`config.mk`:
```
export PLATFORM = sky130hd
export DESIGN_NAME = dvi_timing_gen
export DESIGN_NICKNAME = d
export VERILOG_FILES = /design/src/rtl/dvi_timing_gen.sv
export SDC_FILE = /design/constraint.sdc
export NUM_CORES = 1
export LEC_CHECK = 0
export ABC_AREA = 1
export CORE_MARGIN = 10
export CORE_UTILIZATION = 47
export DETAILED_ROUTE_END_ITERATION = 16
export HOLD_SLACK_MARGIN = 0.15
export PLACE_DENSITY = 0.72
export SETUP_SLACK_MARGIN = 0.2
export SLEW_MARGIN = 30
export SYNTH_ARGS = -nofsm -noshare
export SYNTH_HDL_FRONTEND = slang
export SYNTH_SLANG_ARGS = --single-unit
```
`constraint.sdc`:
```
create_clock -name clk_i -period 1.4 [get_ports clk_i]
set_clock_uncertainty 0.1 [all_clocks]
set_input_delay 0.35 -clock clk_i [delete_from_list [all_inputs] [get_ports clk_i]]
set_output_delay 0.35 -clock clk_i [all_outputs]
set_load 0.02 [all_outputs]
```
`src/rtl/dvi_timing_gen.sv`:
```
// Raster timing generator: free-running h/v counters produce pixel coordinates,
// line/frame pulses, and hsync/vsync/DE delayed to match the pixel source latency.
module dvi_timing_gen #(
   parameter int SCREEN_H_RES = 640,
   parameter int SCREEN_V_RES = 480,
   parameter int HSYNC_START  = 656,
   parameter int HSYNC_END    = 752,
   parameter int H_TOTAL      = 800,
   parameter int VSYNC_START  = 490,
   parameter int VSYNC_END    = 492,
   parameter int V_TOTAL      = 525,
   parameter bit HS_POL       = 1'b0,
   parameter bit VS_POL       = 1'b0,
   parameter int DEL_CYCLES   = 1,
   parameter int X_POS_W      = 10,
   parameter int Y_POS_W      = 9,
   parameter int HS_W         = 10,
   parameter int VS_W         = 10
) (
   input  logic               clk_i,
   input  logic               rst_n_i,
   input  logic               en_i,
   output logic [X_POS_W-1:0] x_pos_o,
   output logic [Y_POS_W-1:0] y_pos_o,
   output logic               frame_start_o,
   output logic               line_start_o,
   output logic               hsync_o,
   output logic               vsync_o,
   output logic               de_o
);

   if (DEL_CYCLES < 0 || DEL_CYCLES > 8 ||
       SCREEN_H_RES > HSYNC_START || HSYNC_START >= HSYNC_END || HSYNC_END > H_TOTAL ||
       SCREEN_V_RES > VSYNC_START || VSYNC_START >= VSYNC_END || VSYNC_END > V_TOTAL ||
       H_TOTAL > (1 << HS_W) || V_TOTAL > (1 << VS_W)) begin : g_param_err
      $error("dvi_timing_gen: illegal timing parameters");
   end

   localparam logic [HS_W-1:0] H_RES_C    = HS_W'(SCREEN_H_RES);
   localparam logic [HS_W-1:0] H_SYNC_S_C = HS_W'(HSYNC_START);
   localparam logic [HS_W-1:0] H_SYNC_E_C = HS_W'(HSYNC_END);
   localparam logic [HS_W-1:0] H_LAST_C   = HS_W'(H_TOTAL - 1);
   localparam logic [VS_W-1:0] V_RES_C    = VS_W'(SCREEN_V_RES);
   localparam logic [VS_W-1:0] V_SYNC_S_C = VS_W'(VSYNC_START);
   localparam logic [VS_W-1:0] V_SYNC_E_C = VS_W'(VSYNC_END);
   localparam logic [VS_W-1:0] V_LAST_C   = VS_W'(V_TOTAL - 1);

   logic [HS_W-1:0] h_cnt;
   logic [VS_W-1:0] v_cnt;
   logic            de_raw;
   logic            hs_raw;
   logic            vs_raw;

   always_ff @(posedge clk_i or negedge rst_n_i) begin
      if (!rst_n_i) begin
         h_cnt <= '0;
         v_cnt <= '0;
      end else if (en_i) begin
         if (h_cnt == H_LAST_C) begin
            h_cnt <= '0;
            v_cnt <= (v_cnt == V_LAST_C) ? '0 : v_cnt + VS_W'(1);
         end else begin
            h_cnt <= h_cnt + HS_W'(1);
         end
      end
   end

   // vsync depends on v_cnt alone, so it changes at the start of a line
   always_comb begin
      de_raw = (h_cnt < H_RES_C) && (v_cnt < V_RES_C);
      hs_raw = ((h_cnt >= H_SYNC_S_C) && (h_cnt < H_SYNC_E_C)) ? HS_POL : ~HS_POL;
      vs_raw = ((v_cnt >= V_SYNC_S_C) && (v_cnt < V_SYNC_E_C)) ? VS_POL : ~VS_POL;
   end

   always_comb begin
      x_pos_o       = (h_cnt < H_RES_C) ? X_POS_W'(h_cnt) : '0;
      y_pos_o       = (v_cnt < V_RES_C) ? Y_POS_W'(v_cnt) : '0;
      line_start_o  = rst_n_i && en_i && (h_cnt == '0);
      frame_start_o = rst_n_i && en_i && (h_cnt == '0) && (v_cnt == '0);
   end

   if (DEL_CYCLES == 0) begin : g_no_delay
      // Counters sit at 0,0 in reset, so only DE needs explicit gating
      always_comb begin
         de_o    = rst_n_i && de_raw;
         hsync_o = rst_n_i ? hs_raw : ~HS_POL;
         vsync_o = rst_n_i ? vs_raw : ~VS_POL;
      end
   end else begin : g_delay
      logic [DEL_CYCLES-1:0] de_sr;
      logic [DEL_CYCLES-1:0] hs_sr;
      logic [DEL_CYCLES-1:0] vs_sr;

      always_ff @(posedge clk_i or negedge rst_n_i) begin
         if (!rst_n_i) begin
            de_sr <= '0;
            hs_sr <= {DEL_CYCLES{~HS_POL}};
            vs_sr <= {DEL_CYCLES{~VS_POL}};
         end else if (en_i) begin
            de_sr[0] <= de_raw;
            hs_sr[0] <= hs_raw;
            vs_sr[0] <= vs_raw;
            for (int i = 1; i < DEL_CYCLES; i++) begin
               de_sr[i] <= de_sr[i-1];
               hs_sr[i] <= hs_sr[i-1];
               vs_sr[i] <= vs_sr[i-1];
            end
         end
      end

      always_comb begin
         de_o    = de_sr[DEL_CYCLES-1];
         hsync_o = hs_sr[DEL_CYCLES-1];
         vsync_o = vs_sr[DEL_CYCLES-1];
      end
   end

endmodule
```
==> results of run 1 <==
metrics by stage:
step | TNS [ns] | utilization [%] | std cells | hold WS [ns] | setup WS (ns)
4_1_cts | -15.19 | 89.0 | 351 | 0.298 | -0.682
3_5_place_dp | -21.44 | 72.4 | 322 | 0.385 | -1.07
3_3_place_gp | -20.35 | 72.4 | 322 | 0.380 | -1.06
2_1_floorplan | -1.51 | - | 207 | -0.0456 | -0.157
Yosys cell counts (all sizes together):
cell and number:
or2 1, a211oi 1, nor4 1, o21bai 1, clkinv 1, xor2 8
nand3b 2, nor2 36, inv 35, dfstp 2, buf 4, nand2 45
nand4 3, nand3 16, o31ai 2, o21ai 13, nor3 10, dfrtp 21
ha 5
cells by family after synthesis:
group                      count (synthesis)  synth area share, %
and+or+nand+nor                          114                 35.2
buffers and inverters                     40                 10.8
DFF                                       23                 38.2
AOI/OAI and AO/OA                         17                 6.53
xor gates and xnor gates                   8                 5.13
adders and majority gates                  5                 4.14
repair_timing:
| action | 4_1_cts |
|---|---|
| buffers inserted | 23 |
| pin swaps | 19 |
| gates cloned | 2 |
| endpoints found under the hold margin | 0 |
| hold buffers | 0 |
| gates resized for setup | 207 |
| endpoints found under the setup margin | 47 |
==> run metrics, run 1 <==
status aborted with a tool error; Fail Step 5_1_grt; tool error [ERROR DPL-0038] Utilization greater than 100%, impossible to legalize; kind of the worst endpoint top-level output; Post-Synthesis Cells approximately 210; Yosys top cell by area dfrtp_1; clock root buffer clkbuf_4; placed cell areas 2230 sq um; syn nets about 220; cts bufs inserted 3; Worst Endpoint after GRT Repair frame_start_o; die height 76.7 um; clk buf depth 2; Starting Density between 40% and 50%; Synth area leaders dfrtp_1 35%, nand2_1 11%, inv_1 7.7%; Final GP Congestion 0.856; Synth cell types 29; # clock sinks 23; synth warn 0; io pins 27; Synth top area share 34.7%; largest net degree at the start of global routing 24; HPWL Detailed 3210 um; post-synthesis sequential area ratio 38.2%; die width approximately 77 um; H-tree Lvls 1; Synth Register Bits 23; Port Buf Inserts 26; Avg Inst Size Synth 7.31 sq um; row cnt 20; Post-Synthesis Cell Area 1510 sq um
==> inputs of run 2 (changes only) <==
- CORE_UTILIZATION: 47 -> 40
- HOLD_SLACK_MARGIN: 0.15 -> not set
- PLACE_DENSITY: 0.72 -> not set
- PLACE_DENSITY_LB_ADDON: not set -> 0.15
- SETUP_SLACK_MARGIN: 0.2 -> not set
- clock period: 1.4 -> 1.8 ns (I/O delays scaled with it)
==> run metrics, run 2 <==
Top FF cell, synth dfrtp_1; 1st-pass router iterations 4; max-cap violation count 0; pre-CTS WS -0.799 ns; worst endpoint data arrival time 1.55 ns; RSZ-0062 raised after global routing true; power density cells 962 nW/um^2; synth warn 0; antenna viol nets, final 0; routed len/inst 12.3 um; fin cells 341; Register Area between 500 and 600 sq um; WP buf/inv 2; Yosys top cell by area dfrtp_1; EDFF count, synth 0; Worst Hold Class input port to asynchronous set/reset pin; Synth cell types 29; crit-path max cell delay 0.40 ns; CTS tree built; H-tree Lvls 1; most frequent cells in the layout 62 x buf_4, 33 x nand2_1, 22 x inv_1; Setup crit start kind register; top flop regs h_cnt: 10 flops, v_cnt: 10 flops; clock root buffer clkbuf_8; first-pass GRT wire length 6820 um; Leakage Power 1.27 nW; Setup CP Type register to primary output; DRC violations left 0; share of layout cells above drive strength 1 47.8%; Port Buf Inserts 26; syn nets 215; endpoints failing setup 20; setup ws final -0.297 ns; Filler cells 302; fin crit share 117%; die height 81.5 um; cell family with the largest share of critical-path delay simple AND/OR/NAND/NOR gates; Slowest-stage cell, CP dfrtp_1; Post-synth ARST share 100%; most instantiated cells after synthesis 44 x nand2_1, 31 x inv_1, 29 x nor2_1; # nets final 302; nature of the critical path endpoint primary output; die width about 81 um; initial antenna violation count 0; vias in the first global route 1501; Post-Route WL approximately 4200 um; worst skew pair latency 0.27 ns; Synth top area share 34.7%; n_diodes 0; post-synthesis sequential area ratio 38.2%; most common cell after layout, fill and taps aside buf_4; Via density between 4 and 5; crit-path cells inv_2 > ha_4 > nand2_4 > nor3_4 > nand4_1 > nor2_1 > buf_4; Area Overhead vs Synth 64.2%; # clock sinks 23; largest net degree at the start of global routing 24; cts-stage hold buffer count 0; status finished, violations left; most common cell in the netlist nand2_1; Avg Inst Size Synth roughly 7.3 sq um; Multi-input gate area a little over 900 sq um; worst-path fanout max 2; Slew HR 79.1%; Starting Density 41.3%; Synth Register Bits 23; total grt overflow 0; clk buf depth 2; Iter 0 DRT Violations 69; HPWL Detailed between 3000 and 4000 um; WP data required approximately 1.3 ns; row cnt 22; violated checks negative setup slack; via count 1545; Final GP Congestion 0.839; fmax 477 MHz; Core ar. 3660 sq um; Slew @ Worst Pin 0.311 ns; Post-Synthesis Cells around 210; GRT Overall Usage 13.0%; Tmin final about 2.1 ns; Post-Synthesis Cell Area between 1500 and 2000 sq um; Setup TNS -2.06 ns; fin. max-slew vios 0; Peak VDD IR 0.000552 V; cts bufs inserted 3; Clk pin slew, worst setup/hold paths 0.08 ns; final hold vios 0; placed cells roughly 330; Die ar. 6640 sq um; Synth area leaders dfrtp_1 35%, nand2_1 11%, inv_1 7.7%; io pins 27
==> run 2: where the power goes <==
group | internal, mW | switching [mW] | total (mW)
Sequential | 0.617 | 0.0862 | 0.703
Combinational | 0.637 | 0.721 | 1.36
Clock | 0.159 | 0.169 | 0.328
==> run 2: repair_timing <==
action,CTS,global route
gates resized for setup,133,52
endpoints found under the hold margin,0,0
buffers inserted,3,6
pin swaps,8,10
cloned,1,0
setup endpoints to repair,23,21
==> run 2: cells by family (layout without fill, tap and decap cells) <==
kind of cell,after synthesis,count (layout),share of synthesized area [%]
simple gates,114,114,35.2
buf+inv,40,126,10.8
flops,23,23,38.2
compound gates,17,17,6.53
xor+xnor,8,8,5.13
fa+ha+maj,5,5,4.14
==> run 2: path summary, 6_finish.rpt <==
| check | cells past startpoint | slack, ns | startpoint | to |
|---|---|---|---|---|
| max | 7 | -0.30 | h_cnt[1] | frame_start_o |
| min | 2 | 0.22 | rst_n_i | h_cnt[8] |
| max reg2reg | 9 | 0.08 | h_cnt[0] | v_cnt[6] |
| min reg2reg | 2 | 0.38 | de_o | de_o |
| max in group asynchronous | 2 | 1.08 | rst_n_i | vsync_o |
| min in group clk_i | 2 | 0.38 | de_o | de_o |
==> run 2: per-layer routing <==
| layer | routed length, um | part of all wire (%) | vias to the layer above | track usage, % |
|---|---|---|---|---|
| li1 | - | - | 818 | - |
| met1 | 1970 | 47 | 688 | 16.7 |
| met2 | 1910 | 46 | 32 | 20.0 |
| met3 | 242 | 5.8 | 7 | 4.26 |
| met4 | 65 | 1.6 | 0 | 4.50 |
| met5 | 0 | 0 | - | 0 |
==> run 2: worst reg2reg max path, cell delays in order (launching register included) <==
cell and delay, ns:
dfrtp_1 0.37, buf_4 0.11, buf_4 0.11, ha_1 0.18
nand3_2 0.12, nor2_4 0.12, nand3_4 0.16, inv_4 0.13
nand2_2 0.06, xor2_1 0.14
==> run 2: area by class of cell <==
class / count / share of cell area (%)
Clock buffer: 4 / 1.81
Inverter: 36 / 5.94
Multi-Input combinational cell: 144 / 37.5
Sequential cell: 23 / 23.3
Tap cell: 48 / 2.42
Timing Repair Buffer: 85 / 28.8
Timing Repair inverter: 1 / 0.252
==> run 2: per-stage QoR <==
| stage | instance area, sq um | hold WS [ns] | util, % | power, mW |
|---|---|---|---|---|
| 2_1_floorplan | 1510 | 0.0544 | - | 1.27 |
| 3_3_place_gp | 2180 | 0.368 | 59.6 | 1.82 |
| 3_5_place_dp | 2180 | 0.370 | 59.6 | 1.84 |
| 4_1_cts | 2270 | 0.235 | 62.1 | 2.21 |
| 5_1_grt | 2480 | 0.246 | 67.8 | 2.56 |
| 6_report | 2480 | 0.224 | 67.8 | 2.39 |
Note: power is estimated with default switching activity, not from simulation.
